[src/rtl/bist_misr_compactor_if.sv]
// bist_misr_compactor_if: run request, sampled result word, and signature/status outputs of the compactor
interface bist_misr_compactor_if;
  logic        start;
  logic [3:0]  result_in;
  logic [3:0]  sig_out;
  logic [15:0] sample_cnt;
  logic        busy;
  logic        done;
  logic        pass;
  modport master (output start, result_in, input sig_out, sample_cnt, busy, done, pass);
  modport slave (input start, result_in, output sig_out, sample_cnt, busy, done, pass);
endinterface

[src/rtl/bist_misr_compactor.sv]
// bist_misr_compactor: compacts N_CYCLES result words into a 4-bit MISR and flags pass vs GOLDEN (ports: clk, rst, bus.slave)
module bist_misr_compactor #(
  parameter logic [15:0] N_CYCLES = 16'd255,
  parameter logic [3:0] MISR_SEED = 4'h0,
  parameter logic [3:0] GOLDEN = 4'h0
) (
  input logic clk,
  input logic rst,
  bist_misr_compactor_if.slave bus
);
  typedef enum logic [1:0] {IDLE, RUN, DONE} state_t;
  state_t r_state;
  logic [3:0] r_misr;
  logic [15:0] r_cnt;
  logic r_busy, r_done, r_pass;
  logic [3:0] w_misr_next;
  logic [15:0] w_cnt_next;
  logic w_last;
  always_comb begin
    w_misr_next = {r_misr[2], r_misr[1], r_misr[0] ^ r_misr[3], r_misr[3]} ^ bus.result_in;
    w_cnt_next = r_cnt + 16'd1;
    w_last = w_cnt_next == N_CYCLES;
  end
  always_ff @(posedge clk) begin
    if (rst) begin
      r_state <= IDLE;
      r_misr <= MISR_SEED;
      r_cnt <= '0;
      r_busy <= 1'b0;
      r_done <= 1'b0;
      r_pass <= 1'b0;
    end else if (r_state == RUN) begin
      r_misr <= w_misr_next;
      r_cnt <= w_cnt_next;
      if (w_last) begin
        r_state <= DONE;
        r_busy <= 1'b0;
        r_done <= 1'b1;
        r_pass <= w_misr_next == GOLDEN;
      end
    end else if (bus.start) begin
      r_state <= RUN;
      r_misr <= MISR_SEED;
      r_cnt <= '0;
      r_busy <= 1'b1;
      r_done <= 1'b0;
      r_pass <= 1'b0;
    end
  end
  assign bus.sig_out = r_misr;
  assign bus.sample_cnt = r_cnt;
  assign bus.busy = r_busy;
  assign bus.done = r_done;
  assign bus.pass = r_pass;
endmodule
[src/flat_wrapper.sv]
// flat-port wrapper written by rule: the top's interface ports become plain ports
module bist_misr_compactor_flat 
#(
  parameter logic [15:0] N_CYCLES = 16'd255,
  parameter logic [3:0] MISR_SEED = 4'h0,
  parameter logic [3:0] GOLDEN = 4'h0
)
  (clk, rst, bus_start, bus_result_in, bus_sig_out, bus_sample_cnt, bus_busy, bus_done, bus_pass);
  bist_misr_compactor_if bus_i ();
  input logic clk;
  input logic rst;
  input wire logic [$bits(bus_i.start)-1:0] bus_start;
  input wire logic [$bits(bus_i.result_in)-1:0] bus_result_in;
  output wire logic [$bits(bus_i.sig_out)-1:0] bus_sig_out;
  output wire logic [$bits(bus_i.sample_cnt)-1:0] bus_sample_cnt;
  output wire logic [$bits(bus_i.busy)-1:0] bus_busy;
  output wire logic [$bits(bus_i.done)-1:0] bus_done;
  output wire logic [$bits(bus_i.pass)-1:0] bus_pass;
  assign bus_i.start = bus_start;
  assign bus_i.result_in = bus_result_in;
  assign bus_sig_out = bus_i.sig_out;
  assign bus_sample_cnt = bus_i.sample_cnt;
  assign bus_busy = bus_i.busy;
  assign bus_done = bus_i.done;
  assign bus_pass = bus_i.pass;
  bist_misr_compactor #(.N_CYCLES(N_CYCLES), .MISR_SEED(MISR_SEED), .GOLDEN(GOLDEN)) u_core (.clk(clk), .rst(rst), .bus(bus_i));
endmodule
[config.mk]
export PLATFORM = sky130hd
export DESIGN_NAME = bist_misr_compactor_flat
export DESIGN_NICKNAME = d
export VERILOG_FILES = /design/src/rtl/bist_misr_compactor_if.sv /design/src/rtl/bist_misr_compactor.sv /design/src/flat_wrapper.sv
export SDC_FILE = /design/constraint.sdc
export NUM_CORES = 1
export LEC_CHECK = 0
export ABC_AREA = 1
export BUFFER_PORTS_ARGS = -buffer_cell sky130_fd_sc_hd__buf_2
export CAP_MARGIN = 20
export CORE_MARGIN = 3
export CORE_UTILIZATION = 45
export DETAILED_ROUTE_END_ITERATION = 16
export PLACE_DENSITY = 0.66
export SYNTH_ARGS = -nofsm -noshare
export SYNTH_HDL_FRONTEND = slang
export SYNTH_SLANG_ARGS = --single-unit
[constraint.sdc]
create_clock -name clk -period 2 [get_ports clk]
set_input_delay 0.3 -clock clk [delete_from_list [all_inputs] [get_ports clk]]
set_output_delay 0.3 -clock clk [all_outputs]
set_load 0.005 [all_outputs]
---- Word-level counts from Yosys, hierarchy flattened ----
Index checks and enable logic that the tools add are counted.
Widths: inputs -> output; s select.
operators by class
  $add $sub $neg .......................... 1
  equality and inequality tests ........... 3
  mux-type cells .......................... 15
  bitwise logic cells ..................... 2
  reductions and logical operators ........ 3
operators with widths
  kind                   count
  $mux 16                2
  $add 16x1->16 const B  1
  $eq 16x8->1 const B    1
  $mux 1                 8
  $mux 4                 2
  $mux 2                 3
  $logic_not 4->1        1
  $xor 4x4->4            1
  $eq 2x1->1 const B     1
  $ne 2x1->1 const B     1
  $reduce_and 2->1       1
  $reduce_bool 2->1      1
  $xor 1x1->1            1
word-level totals
  bits in registers ....................... 25
  input port bits ......................... 7
  output and inout bits ................... 23

---- Longest topological paths before layout ----
  depth in word-level cells ............... 5
  depth in mapped cells ................... 14

---- Worst setup path after synthesis ----
OpenSTA, ideal clock, no wires.
  kind .................................... register to register
  from .................................... reg u_core.r_cnt[1] (netlist: u_core.bus.sample_cnt[1])
  to ...................................... reg u_core.r_pass (netlist: u_core.bus.pass)
  setup time .............................. 115 ps
  data arrival time ....................... 1554 ps
  data required time ...................... 1885 ps
  path slack .............................. 331 ps
  cell stages (with the launch flop) ...... 13
  path buffers ............................ 0
  clock period less this slack ............ 1669 ps
  cell sequence ........................... dfxtp_1 -> ha_1 -> nand3_2 -> nor2_4 -> nand2_1 -> nand2_1 -> nand2_1 -> nor2_2 -> inv_1 -> nor2_1 -> nand2_1 -> a21oi_1 -> nor2_1
between the ends
  cells in the longest elaborated chain, start to end .. 4
RTL lines
  item                        RTL line                   text
  start: declaration          bist_misr_compactor.sv:14  logic [15:0] r_cnt;
  start signal: assignment    bist_misr_compactor.sv:34  r_cnt <= w_cnt_next;
  $add 16x1->16               bist_misr_compactor.sv:21  w_cnt_next = r_cnt + 16'd1;
  $eq 16x8->1                 bist_misr_compactor.sv:22  w_last = w_cnt_next == N_CYCLES;
  $ne 2x1->1 (no line)        -
  $reduce_and 2->1 (no line)  -
  end signal: assignment      bist_misr_compactor.sv:31  r_pass <= 1'b0;
  end signal: assignment      bist_misr_compactor.sv:39  r_pass <= w_misr_next == GOLDEN;
  end signal: assignment      bist_misr_compactor.sv:47  r_pass <= 1'b0;
  end: declaration            bist_misr_compactor.sv:15  logic r_busy, r_done, r_pass;
Every way passes these cells.
A chain may end at the register's enable or synchronous reset.

---- Worst setup path after layout ----
  from .................................... reg u_core.r_cnt[0] (netlist: u_core.bus.sample_cnt[0])
  to ...................................... reg u_core.r_pass (netlist: u_core.bus.pass)
The elaborated chain is that of the path after synthesis.

==> flow_summary.ini <==
[status]
outcome = complete, no violations

[synthesis]
yosys.area_share.adder_pct = 1.82
netlist_instances = 217
yosysWarnings = 0
synth_area_um2 = 1370
synth_compound_area_share_pct = 9.85
synth_cell_type_count = 23
synthXorXnorAreaFrac_pct = 5.10
synth_nets = 226
synth_seq_cells = 23
synth_top_family_by_area = simple AND/OR/NAND/NOR gates
yosysSeqAreaShare_pct = 33.5
synth_mux_area_share_pct = 0
yosys.area_share.simple_pct = 41.2
syn_area_per_cell_um2 = 6.33

[power]
power.leakage_nw = 0.709
ir_drop_uv = 361
power_density_nw_per_um2 = 493

[final_layout]
layout-drive-gt1-share_pct = 20.9
fin_area_um2 = 1600
finalNonFillerCells = 280
n_fill_cell = 313
nNetsFinal = 259
area_growth_pct = 16.2
diodes = 0

[floorplanning]
start_util_pct = 48.5
rows = 19
die_h_um = 61.2
die_w_um = 61.2
ioPinCount = 30
dieArea_um2 = 3750
core_um2 = 2830

[timing]
fin_tns_setup_ns = 0
timing.final.crit_share_pct = 89.3
clock_skew_ns = 0.00712
rsz0062_at_grt = false
setup_ws_ns = 0.215
drv_slew = 0
hold_viol_final = 0
relSlewSlack_pct = 71.9
finalSetupViolations = 0
fmax_mhz = 560
min_period_ns = 1.79
worstMarginPinSlew_ns = 0.421

[global_routing]
grt-ovfl-total = 0
grt.busiest_layer = met2
grt_pass1_vias = 1171
antenna_found_initial = 0
met1_usage_pct = 26.8
use_met2_pct = 27.9
grt_pass1_wl_mm = 5.26
grtUsageTotal_pct = 18.7
use_met3_pct = 3.77
grt_max_degree = 22

[setup_path]
cp_common_cell = nand2_1
cp_slowest_cell = dfxtp_2
r2r_start = u_core.bus.sample_cnt[0]$_SDFFE_PP0P_
start_kind = flop
endpoint_kind = flop
critical_path_class = reg -> reg
timing.critical_path.buf_inv = 0
worstPathMaxFanout = 8
cp.arrival_ns = 2.01
path_cells = ha_1 > nand3_2 > nor2_4 > nand2_1 > nand2_1 > nand2_1 > nor2_2 > nand2_1 > nor2_1 > nand2_1 > a21oi_1 > nor2_1
slowest_delay_ns = 0.37
critical_path.top_delay_family = simple AND/OR/NAND/NOR gates
worstPathRequired_ns = 2.22
cp-startpoint = u_core.bus.sample_cnt[0]$_SDFFE_PP0P_

[routing]
final_antenna_net_count = 0
vias = 1368
dr.pass1.iters = 4
drc = 0
wirelength_mm = 3.16
viasPerCell = 4.89
routedWlPerCell_um = 11.3
drt-initial-drc-count = 71

[placement]
dp_hpwl_mm = 2.33
place_area_um2 = 1560
placed_cells = 275
portBuffers = 29
gp_congestion = 0.907
dp_slack_ns = 0.227

[clocking]
insertion_delay_ns = 0.31
cts_buffer_depth = 2
cts_buffers = 3
cts.sinks = 23
htree_num_levels = 1
cts-root-buf = clkbuf_4
path_clk_slew_ns = 0.13
cts_tree = built
holdBufCountCts = 0

[min_path]
worstHoldPathType = in -> reg
hold_path_startpoint = bus_start

[flow_run]
drv_cap = 0
-- per-stage QoR --
stage / utilization, % / hold slack (ns) / total power, mW
after floorplan: - / 0.455 / 0.543
after CTS: 56.1 / 0.268 / 0.799
after global routing: 56.4 / 0.277 / 0.831
after detailed placement: 55.2 / 0.488 / 0.578
final: 56.4 / 0.277 / 0.787
after global placement: 55.2 / 0.477 / 0.578
-- final timing paths --
| kind | cells after the start | slack [ns] | to |
|---|---|---|---|
| hold reg to reg | 2 | 0.50 | u_core.bus.sig_out[0]$_SDFFE_PP0P_ |
| hold / removal | 3 | 0.28 | u_core.r_state[0]$_SDFFE_PP0P_ |
| setup / recovery | 12 | 0.21 | u_core.bus.pass$_SDFFE_PP0P_ |
| setup reg to reg | 12 | 0.21 | u_core.bus.pass$_SDFFE_PP0P_ |
-- where the power goes --
group | leakage [nW] | switching (mW) | total (mW) | internal, mW
registers | 0.187 | 0.00853 | 0.478 | 0.469
clock network | 0.0150 | 0.141 | 0.219 | 0.0778
logic | 0.507 | 0.0553 | 0.0904 | 0.0351
-- layout by cell type (no fill, tap or decap), drive strengths merged, types with 2 or more instances in the layout --
| master | n |
|---|---|
| o21ai | 5 |
| nand2 | 75 |
| or2 | 2 |
| xor2 | 6 |
| a211oi | 2 |
| buf | 33 |
| dfxtp | 23 |
| xnor2 | 2 |
| inv | 26 |
| a21oi | 19 |
| clkbuf | 4 |
| nand3 | 14 |
| ha | 2 |
| nor2 | 30 |
| nand4 | 2 |
-- metal layers --
metal	wire length [um]	share of wire, %
met1	1630	51
met4	28	0.89
met2	1360	43
met5	0	0
met3	143	4.5
-- state kept, by name (all words and copies together) (netlist names) --
signal / count
u_core.bus.sample_cnt: 16
u_core.bus.sig_out: 4
u_core.r_state: 1
u_core.bus.done: 1
u_core.bus.pass: 1
-- worst min-delay path, stage by stage --
cell	delay (ns)
buf_2	0.10
inv_1	0.06
a211oi_1	0.07
-- logic make-up after synthesis --
logic type,Yosys count
AOI/OAI and AO/OA,26
xor gates and xnor gates,8
adders and majority gates,2
buffers and inverters,31
DFF,23
and+or+nand+nor,127
-- cell usage after synthesis --
cell type / number / share of area, %
a21oi_1: 19 / 6.9
nor3_1: 1 / 0.36
clkbuf_1: 5 / 1.4
or2_2: 2 / 0.91
nor3b_1: 1 / 0.55
nor4_1: 1 / 0.46
nand3b_1: 1 / 0.55
nor2_4: 2 / 1.6
nand4_1: 2 / 0.91
xnor2_1: 2 / 1.3
nand2_1: 73 / 20
dfxtp_1: 23 / 34
nand2_2: 2 / 0.91
nand3_2: 3 / 2.2
nand3_1: 11 / 4.0
ha_1: 2 / 1.8
o21ai_0: 3 / 1.1
nor2_1: 22 / 6.0
a211oi_1: 2 / 1.1
o21ai_1: 2 / 0.73
inv_1: 26 / 7.1
nor2_2: 6 / 2.7
xor2_1: 6 / 3.8
-- area by class of cell --
| class | instances | area, um^2 | area share (%) |
|---|---|---|---|
| multi-input cells | 163 | 796 | 49.9 |
| flip-flops and latches | 23 | 462 | 28.9 |
| repair buffers | 33 | 175 | 11.0 |
| inverters | 26 | 97.6 | 6.12 |
| well taps | 31 | 38.8 | 2.43 |
| clock buffers | 4 | 26.3 | 1.65 |
-- timing repair --
item | 4_1_cts | 5_1_grt
setup buffers | 0 | 1
resized for setup | 0 | 1
setup endpoints to repair | 0 | 1
Note: power is estimated with default switching activity, not from simulation.
